File: config.mk
export PLATFORM = sky130hd
export DESIGN_NAME = uart_rx_byte
export DESIGN_NICKNAME = d
export VERILOG_FILES = /design/src/rtl/uart_pkg.sv /design/src/rtl/sync_2ff.sv /design/src/rtl/uart_rx_byte.sv
export SDC_FILE = /design/constraint.sdc
export NUM_CORES = 1
export LEC_CHECK = 0
export CORE_UTILIZATION = 30
export DETAILED_ROUTE_END_ITERATION = 12
export HOLD_SLACK_MARGIN = 0.15
export PLACE_DENSITY = 0.45
export SYNTH_ARGS = -nofsm -noshare
export SYNTH_HDL_FRONTEND = slang
export SYNTH_SLANG_ARGS = --single-unit
File: constraint.sdc
create_clock -name clock -period 2.1 [get_ports clock]
set_clock_uncertainty 0.1 [all_clocks]
set_input_delay 0.21 -clock clock [delete_from_list [all_inputs] [get_ports clock]]
set_output_delay 0.21 -clock clock [all_outputs]
set_load 0.05 [all_outputs]
File: src/rtl/uart_pkg.sv
// Shared definitions for the UART byte receiver: default line timing, frame width and FSM states.
package uart_pkg;

  localparam int unsigned DefaultClkFreq  = 50_000_000;
  localparam int unsigned DefaultBaudRate = 9600;
  localparam int unsigned DataBits        = 8;

  typedef enum logic [2:0] {
    StIdle     = 3'd0,
    StStart    = 3'd1,
    StData     = 3'd2,
    StParity   = 3'd3,
    StStop     = 3'd4,
    StWaitIdle = 3'd5
  } state_e;

endpackage

File: src/rtl/sync_2ff.sv
// Two-flop synchroniser for a single asynchronous input, with a configurable reset level.
module sync_2ff #(
  parameter logic ResetValue = 1'b1
) (
  input  logic clock,
  input  logic reset,
  input  logic d,
  output logic q
);

  logic meta;

  always_ff @(posedge clock or posedge reset) begin
    if (reset) begin
      meta <= ResetValue;
      q    <= ResetValue;
    end else begin
      meta <= d;
      q    <= meta;
    end
  end

endmodule

File: src/rtl/uart_rx_byte.sv
// UART byte receiver, 8N1 LSB first; defining UART_PARITY_EN switches the frame to 8E1.
// Emits one-cycle strobes for a good byte, a low stop bit, or a parity mismatch.
module uart_rx_byte
  import uart_pkg::*;
#(
  parameter int unsigned CLK_FREQ     = DefaultClkFreq,
  parameter int unsigned BAUD_RATE    = DefaultBaudRate,
  parameter int unsigned CLKS_PER_BIT = CLK_FREQ / BAUD_RATE
) (
  input  logic                clock,
  input  logic                reset,
  input  logic                rx,
  output logic [DataBits-1:0] data,
  output logic                new_data,
  output logic                busy,
  output logic                framing_error,
  output logic                parity_error
);

  localparam int unsigned CntW = $clog2(CLKS_PER_BIT);
  localparam logic [CntW-1:0] HalfLast = CntW'(CLKS_PER_BIT / 2 - 1);
  localparam logic [CntW-1:0] BitLast  = CntW'(CLKS_PER_BIT - 1);
  localparam logic [2:0]      IdxLast  = 3'(DataBits - 1);

  logic                rx_s;
  state_e              state_q;
  logic [CntW-1:0]     cnt_q;
  logic [2:0]          idx_q;
  logic [DataBits-1:0] shift_q;
`ifdef UART_PARITY_EN
  logic                par_q;
`endif

  sync_2ff #(
    .ResetValue(1'b1)
  ) u_sync (
    .clock(clock),
    .reset(reset),
    .d    (rx),
    .q    (rx_s)
  );

  always_ff @(posedge clock or posedge reset) begin
    if (reset) begin
      state_q       <= StIdle;
      cnt_q         <= '0;
      idx_q         <= '0;
      shift_q       <= '0;
      data          <= '0;
      new_data      <= 1'b0;
      busy          <= 1'b0;
      framing_error <= 1'b0;
`ifdef UART_PARITY_EN
      par_q         <= 1'b0;
      parity_error  <= 1'b0;
`endif
    end else begin
      new_data      <= 1'b0;
      framing_error <= 1'b0;
`ifdef UART_PARITY_EN
      parity_error  <= 1'b0;
`endif
      case (state_q)
        StIdle: begin
          busy  <= 1'b0;
          cnt_q <= '0;
          if (!rx_s) begin
            state_q <= StStart;
            busy    <= 1'b1;
          end
        end
        StStart: begin
          if (cnt_q == HalfLast) begin
            cnt_q <= '0;
            idx_q <= '0;
            // Line back high at mid start bit: a glitch, not a frame.
            if (rx_s) begin
              state_q <= StIdle;
              busy    <= 1'b0;
            end else begin
              state_q <= StData;
            end
          end else begin
            cnt_q <= cnt_q + 1'b1;
          end
        end
        StData: begin
          if (cnt_q == BitLast) begin
            cnt_q          <= '0;
            shift_q[idx_q] <= rx_s;
            idx_q          <= idx_q + 3'd1;
            if (idx_q == IdxLast) begin
`ifdef UART_PARITY_EN
              state_q <= StParity;
`else
              state_q <= StStop;
`endif
            end
          end else begin
            cnt_q <= cnt_q + 1'b1;
          end
        end
`ifdef UART_PARITY_EN
        StParity: begin
          if (cnt_q == BitLast) begin
            cnt_q   <= '0;
            par_q   <= rx_s;
            state_q <= StStop;
          end else begin
            cnt_q <= cnt_q + 1'b1;
          end
        end
`endif
        StStop: begin
          if (cnt_q == BitLast) begin
            cnt_q <= '0;
            // A low stop bit outranks a parity mismatch.
            if (!rx_s) begin
              framing_error <= 1'b1;
              state_q       <= StWaitIdle;
            end else begin
              state_q <= StIdle;
              busy    <= 1'b0;
`ifdef UART_PARITY_EN
              if (^{shift_q, par_q}) begin
                parity_error <= 1'b1;
              end else begin
                data     <= shift_q;
                new_data <= 1'b1;
              end
`else
              data     <= shift_q;
              new_data <= 1'b1;
`endif
            end
          end else begin
            cnt_q <= cnt_q + 1'b1;
          end
        end
        StWaitIdle: begin
          if (rx_s) begin
            state_q <= StIdle;
            busy    <= 1'b0;
          end
        end
        default: begin
          state_q <= StIdle;
          busy    <= 1'b0;
          cnt_q   <= '0;
          idx_q   <= '0;
        end
      endcase
    end
  end

`ifndef UART_PARITY_EN
  assign parity_error = 1'b0;
`endif

endmodule

==> After elaboration in Yosys (flattened, before gate mapping) <==
Index checks and enable logic that the tools add are counted.
{ "totals": {"elab_cells": 66, "input_bits": 3, "regBits": 40} }
{ "op_classes": {"bitwise_logic": 2, "reduce_logical": 9, "n_lt_le_gt_ge": 2, "eq_ne": 13, "mux": 28, "add_sub_neg": 2} }
{ "ops": {"columns": ["op", "n"], "rows": [
  ["$pmux 13 s3", 1],
  ["$mux 3", 9],
  ["$mux 13", 2],
  ["$pmux 3 s5", 1],
  ["$add 13x1->13 const B", 1],
  ["$eq 13x12->1 const B", 1],
  ["$eq 13x13->1 const B", 1],
  ["$mux 1", 10],
  ["$ne 2x2->1 const B", 5],
  ["$eq 3x3->1 const B", 3],
  ["$pmux 3 s3", 1],
  ["$reduce_and 3->1", 3],
  ["$bwmux 8", 1],
  ["$reduce_and 6->1", 1],
  ["$pmux 1 s5", 1],
  ["$lt 3x4->1 const B", 1],
  ["$add 3x1->3 const B", 1],
  ["$demux 1 s3", 1],
  ["$eq 3x1->1 const B", 1],
  ["$eq 3x2->1 const B", 1],
  ["$ge 3x1->1 const B", 1],
  ["$logic_not 3->1", 1],
  ["$reduce_or 3->1", 1],
  ["$mux 2", 1],
  ["5 further kinds", 6]
]} }

==> Longest topological paths before layout <==
{ "logic_depth": {"ltp_word": 5, "depth_mapped": 8} }

==> Hierarchy <==
A second synthesis with hierarchy kept.
{ "hier_totals": {"cells_unflattened": 181, "hier_area_um2": 2070.7} }
{ "modules_own_cells": {"columns": ["module", "cells_each", "instances", "area_each_um2", "seq_area_each_um2"], "rows": [
  ["uart_rx_byte", 178, 1, 2014.4, 950.9],
  ["sync_2ff", 3, 1, 56.3, 52.6]
]} }

==> Worst setup path after synthesis <==
Ideal clock, no wire load.
{ "synth_timing": {"path_type": "flip-flop to flip-flop", "from": "reg cnt_q[0]", "to": "reg cnt_q[12]", "path_stages_with_launch": 9, "period_less_slack_ns": 2.052, "setup_time_ns": 0.064, "t_arrival_ns": 1.888, "path_slack_ns": 0.048, "cell_sequence": "dfrtp_1 ha_1 nor3b_1 and4_1 buf_6 o32a_4 buf_6 nor4_2 a21o_1"} }
{ "synth_between": {"elab_chain_cells": 3} }
{ "synth_rtl": {"columns": ["item", "line", "source"], "rows": [
  ["start, declared", "uart_rx_byte.sv:27", "logic [CntW-1:0] cnt_q;"],
  ["start signal, assigned", "uart_rx_byte.sv:84", "cnt_q <= cnt_q + 1'b1;"],
  ["start signal, assigned", "uart_rx_byte.sv:100", "cnt_q <= cnt_q + 1'b1;"],
  ["start signal, assigned", "uart_rx_byte.sv:137", "cnt_q <= cnt_q + 1'b1;"],
  ["$add 13x1->13 (tied with other cells)", "uart_rx_byte.sv:84, uart_rx_byte.sv:100, uart_rx_byte.sv:137", null],
  ["$mux 13, on equally long branches", "uart_rx_byte.sv:88, uart_rx_byte.sv:115, uart_rx_byte.sv:73", null],
  ["$pmux 13 s3 (*)", "uart_rx_byte.sv:63", "case (state_q)"]
]} }
Mark *: on every way between the ends. The rest lies on a longest branch, timed or not.
A chain may end at the register's enable or synchronous reset.

==> Final worst setup path <==
{ "layout_timing": {"from": "reg cnt_q[1]", "to": "reg cnt_q[5]"} }
Same word-level chain as after synthesis.

==> summary.txt <==
Run status
  – Status: completed

Finish
  – Area grow syn2layout: 18.0%
  – Layout Cell Area excl Fill: 2330 sq um
  – Fin util: 36.7%
  – Proportion of layout cells with a drive suffix above 1: 19.8%
  – Final nets: 208
  – # diodes: 0

CTS
  – Clock buffer depth: 2
  – CTS Hold Buffers Added: 0
  – Clk sinks: 40
  – Post-CTS Setup Bufs: 0
  – Worst-Skew Late Latency: 0.28 ns
  – CTS buffer count: 5
  – H-tree depth: 2
  – Root buf cell: clkbuf_8
  – Clk slew on worst S/H paths: 0.08 ns
  – CTS tree: yes

Timing
  – Relative slew margins: 64.6%
  – Fin crit share: 92.0%
  – Clock period minus worst slack: 1.93 ns
  – Measured slew at the worst slew-check pin: 0.518 ns
  – Max-slew violation count: 0
  – # setup viols final: 0
  – Fmax achieved: 518 MHz
  – Final Hold Fails: 0

Worst hold path
  – Hold endpoint: u_sync.meta
  – Hold Path Origin: rx
  – Hold-critical path depth: 1
  – Hold/Removal Path Class: input pin to flop

Global routing
  – Congestion Overflow GR: 0
  – Largest net degree at the start of global routing: 41
  – First-pass GRT wire length: 7.02 mm
  – Vias in the first global route: 1,354
  – Initial antenna violation count: 0
  – Total Routing Usage GR: 12.7%

Detailed routing
  – Antenna-violating nets left: 0
  – DRT Pass-1 Iters: 4
  – Vias per cell: 5.10
  – Wire length per cell: 14.9 um
  – DRC: 0
  – Initial DRC count: 80
  – Overall routed net length: 4.15 mm
  – Via count: 1,424

Synthesis
  – Most used DFF post-synth: dfrtp_1
  – Synth Net Count: 185
  – Synth Register Bits: 40
  – Synth async-reset ratio: 100%
  – Synth top area share: 48.1%
  – Synth top cells by count: dfrtp_1, mux2_2, nor2_1
  – Largest cells by area after synthesis: dfrtp_1, mux2_2, nor2_1, dfstp_2, nand3b_1
  – YS warnings: 0
  – Mapped cell area: 1980 sq um
  – Synthesized area per cell: 11.0 sq um
  – Post-Syn Instances: 179
  – Most frequent cell after synthesis: dfrtp_1
  – Register area share after synthesis: 50.8%
  – Number of enable flip-flop cells after synthesis: 0
  – Distinct cell type count after synthesis: 44
  – Synth area leader: dfrtp_1

Pwr
  – Leak pwr: 1.11 nW
  – VDD IR max: 309 uV
  – Pwr Density: 553 nW/um^2

Setup path
  – Reg2reg path depth: 6
  – Slowest stage cell, crit path: dfrtp_1
  – WP buf/inv: 0
  – WP data required: 2.20 ns
  – Setup slack, reg-to-reg: 0.17 ns
  – Crit path max-delay family: simple AND/OR/NAND/NOR gates
  – Worst r2r dst: cnt_q[5]
  – R2r startpoint: cnt_q[1]
  – CP Cell Sequence: ha_1, nor3b_2, and4_4, o32a_4, or3_1, o221ai_1
  – CP Capture Type: flop
  – Critical path peak fanout: 6
  – Worst path arrival time: 2.04 ns
  – CP Launch Point: cnt_q[1]
  – Crit Path Category: flop to flop
  – CP Launch Type: flop
  – Critical Path Max Stage Delay: 0.41 ns

Floorplanning
  – Die width: 83.2 um
  – I/O pin count: 15
  – Full die area: 6920 sq um
  – Core area: 6350 sq um
  – Row count: 29
  – Initial Util: 31.1%
  – Die Height: 83.2 um

Run
  – Max cap viols: 0

Place
  – DP HPWL: 2.76 mm
  – I/O Buffers: 13
  – Gpl congestion: 0.785
  – Cell Area, Placed: 2230 sq um
layer usage:
| metal | wire [um] | vias up | global-route usage, % |
|---|---|---|---|
| met1 | 2230 | 708 | 19.4 |
| met4 | 24 | 0 | 3.45 |
| met3 | 119 | 2 | 3.48 |
| li1 | - | 688 | - |
| met2 | 1780 | 26 | 17.4 |
| met5 | 0 | - | 0 |
state kept, by name, summed over array words and instances, names as in the netlist, 3 cells and up:
name,flops
data,8
idx_q,3
cnt_q,13
state_q,3
shift_q,8
metrics by stage:
step / setup TNS [ns] / power (mW) / hold WS [ns] / setup WS [ns] / std cells
after global routing: -0.00208 / 1.35 / 0.226 / -0.00208 / 279
after floorplan: 0 / 0.809 / 0.114 / 0.0479 / 179
final: 0 / 1.29 / 0.228 / 0.169 / 279
after global placement: 0 / 0.821 / 0.245 / 0.0837 / 271
after CTS: 0 / 1.31 / 0.217 / 0.0195 / 278
after detailed placement: 0 / 0.822 / 0.248 / 0.0346 / 271
power by group:
| group | switching [mW] | internal (mW) | total [mW] |
|---|---|---|---|
| clock | 0.259 | 0.226 | 0.486 |
| combinational | 0.0240 | 0.00644 | 0.0304 |
| sequential | 0.00124 | 0.773 | 0.774 |
layout by cell type (no fill, tap or decap), drive strengths merged, types with 3 or more instances in the layout:
cell type,instances
xnor2,3
nand4,3
nor3b,5
o21ai,6
xor2,4
inv,8
a21o,4
nand3,8
clkdlybuf4s50,13
and4,4
nand2,8
nand2b,3
nand3b,6
ha,3
nor3,3
buf,10
and3,6
mux2,16
clkbuf,6
dfrtp,38
nor2,15
o22ai,3
layout make-up:
class,count,area [sq um]
Fill cell,619,4020
Clock buffer,6,72.6
Tap cell,77,96.3
Sequential cell,40,1000
Clock inverter,1,5.00
Timing Repair Buffer,23,205
Multi-Input combinational cell,124,920
Inverter,8,30.0
how the worst max path moves through the flow:
| stage | to | depth (start not counted) |
|---|---|---|
| final | cnt_q[5] | 6 |
| after CTS | shift_q[3] | 6 |
| after global placement | cnt_q[5] | 6 |
| after floorplan | cnt_q[12] | 8 |
| after global routing | shift_q[4] | 6 |
| after detailed placement | shift_q[3] | 6 |
timing repair:
action | in CTS | in global routing
gates resized for setup | 0 | 4
hold endpoints to repair | 0 | 0
setup endpoints to repair | 0 | 32
cells by family (layout without fill, tap and decap cells):
family	Yosys count	count (layout)	share of synthesized area, %
AOI/OAI and AO/OA	27	28	10.3
xor gates and xnor gates	7	7	3.10
adders and majority gates	3	3	1.90
buffers and inverters	16	38	3.99
DFF	40	40	50.8
muxes	17	17	9.62
other	1	1	0.190
and+or+nand+nor	68	68	20.2
(Power assumes the default switching activity.)
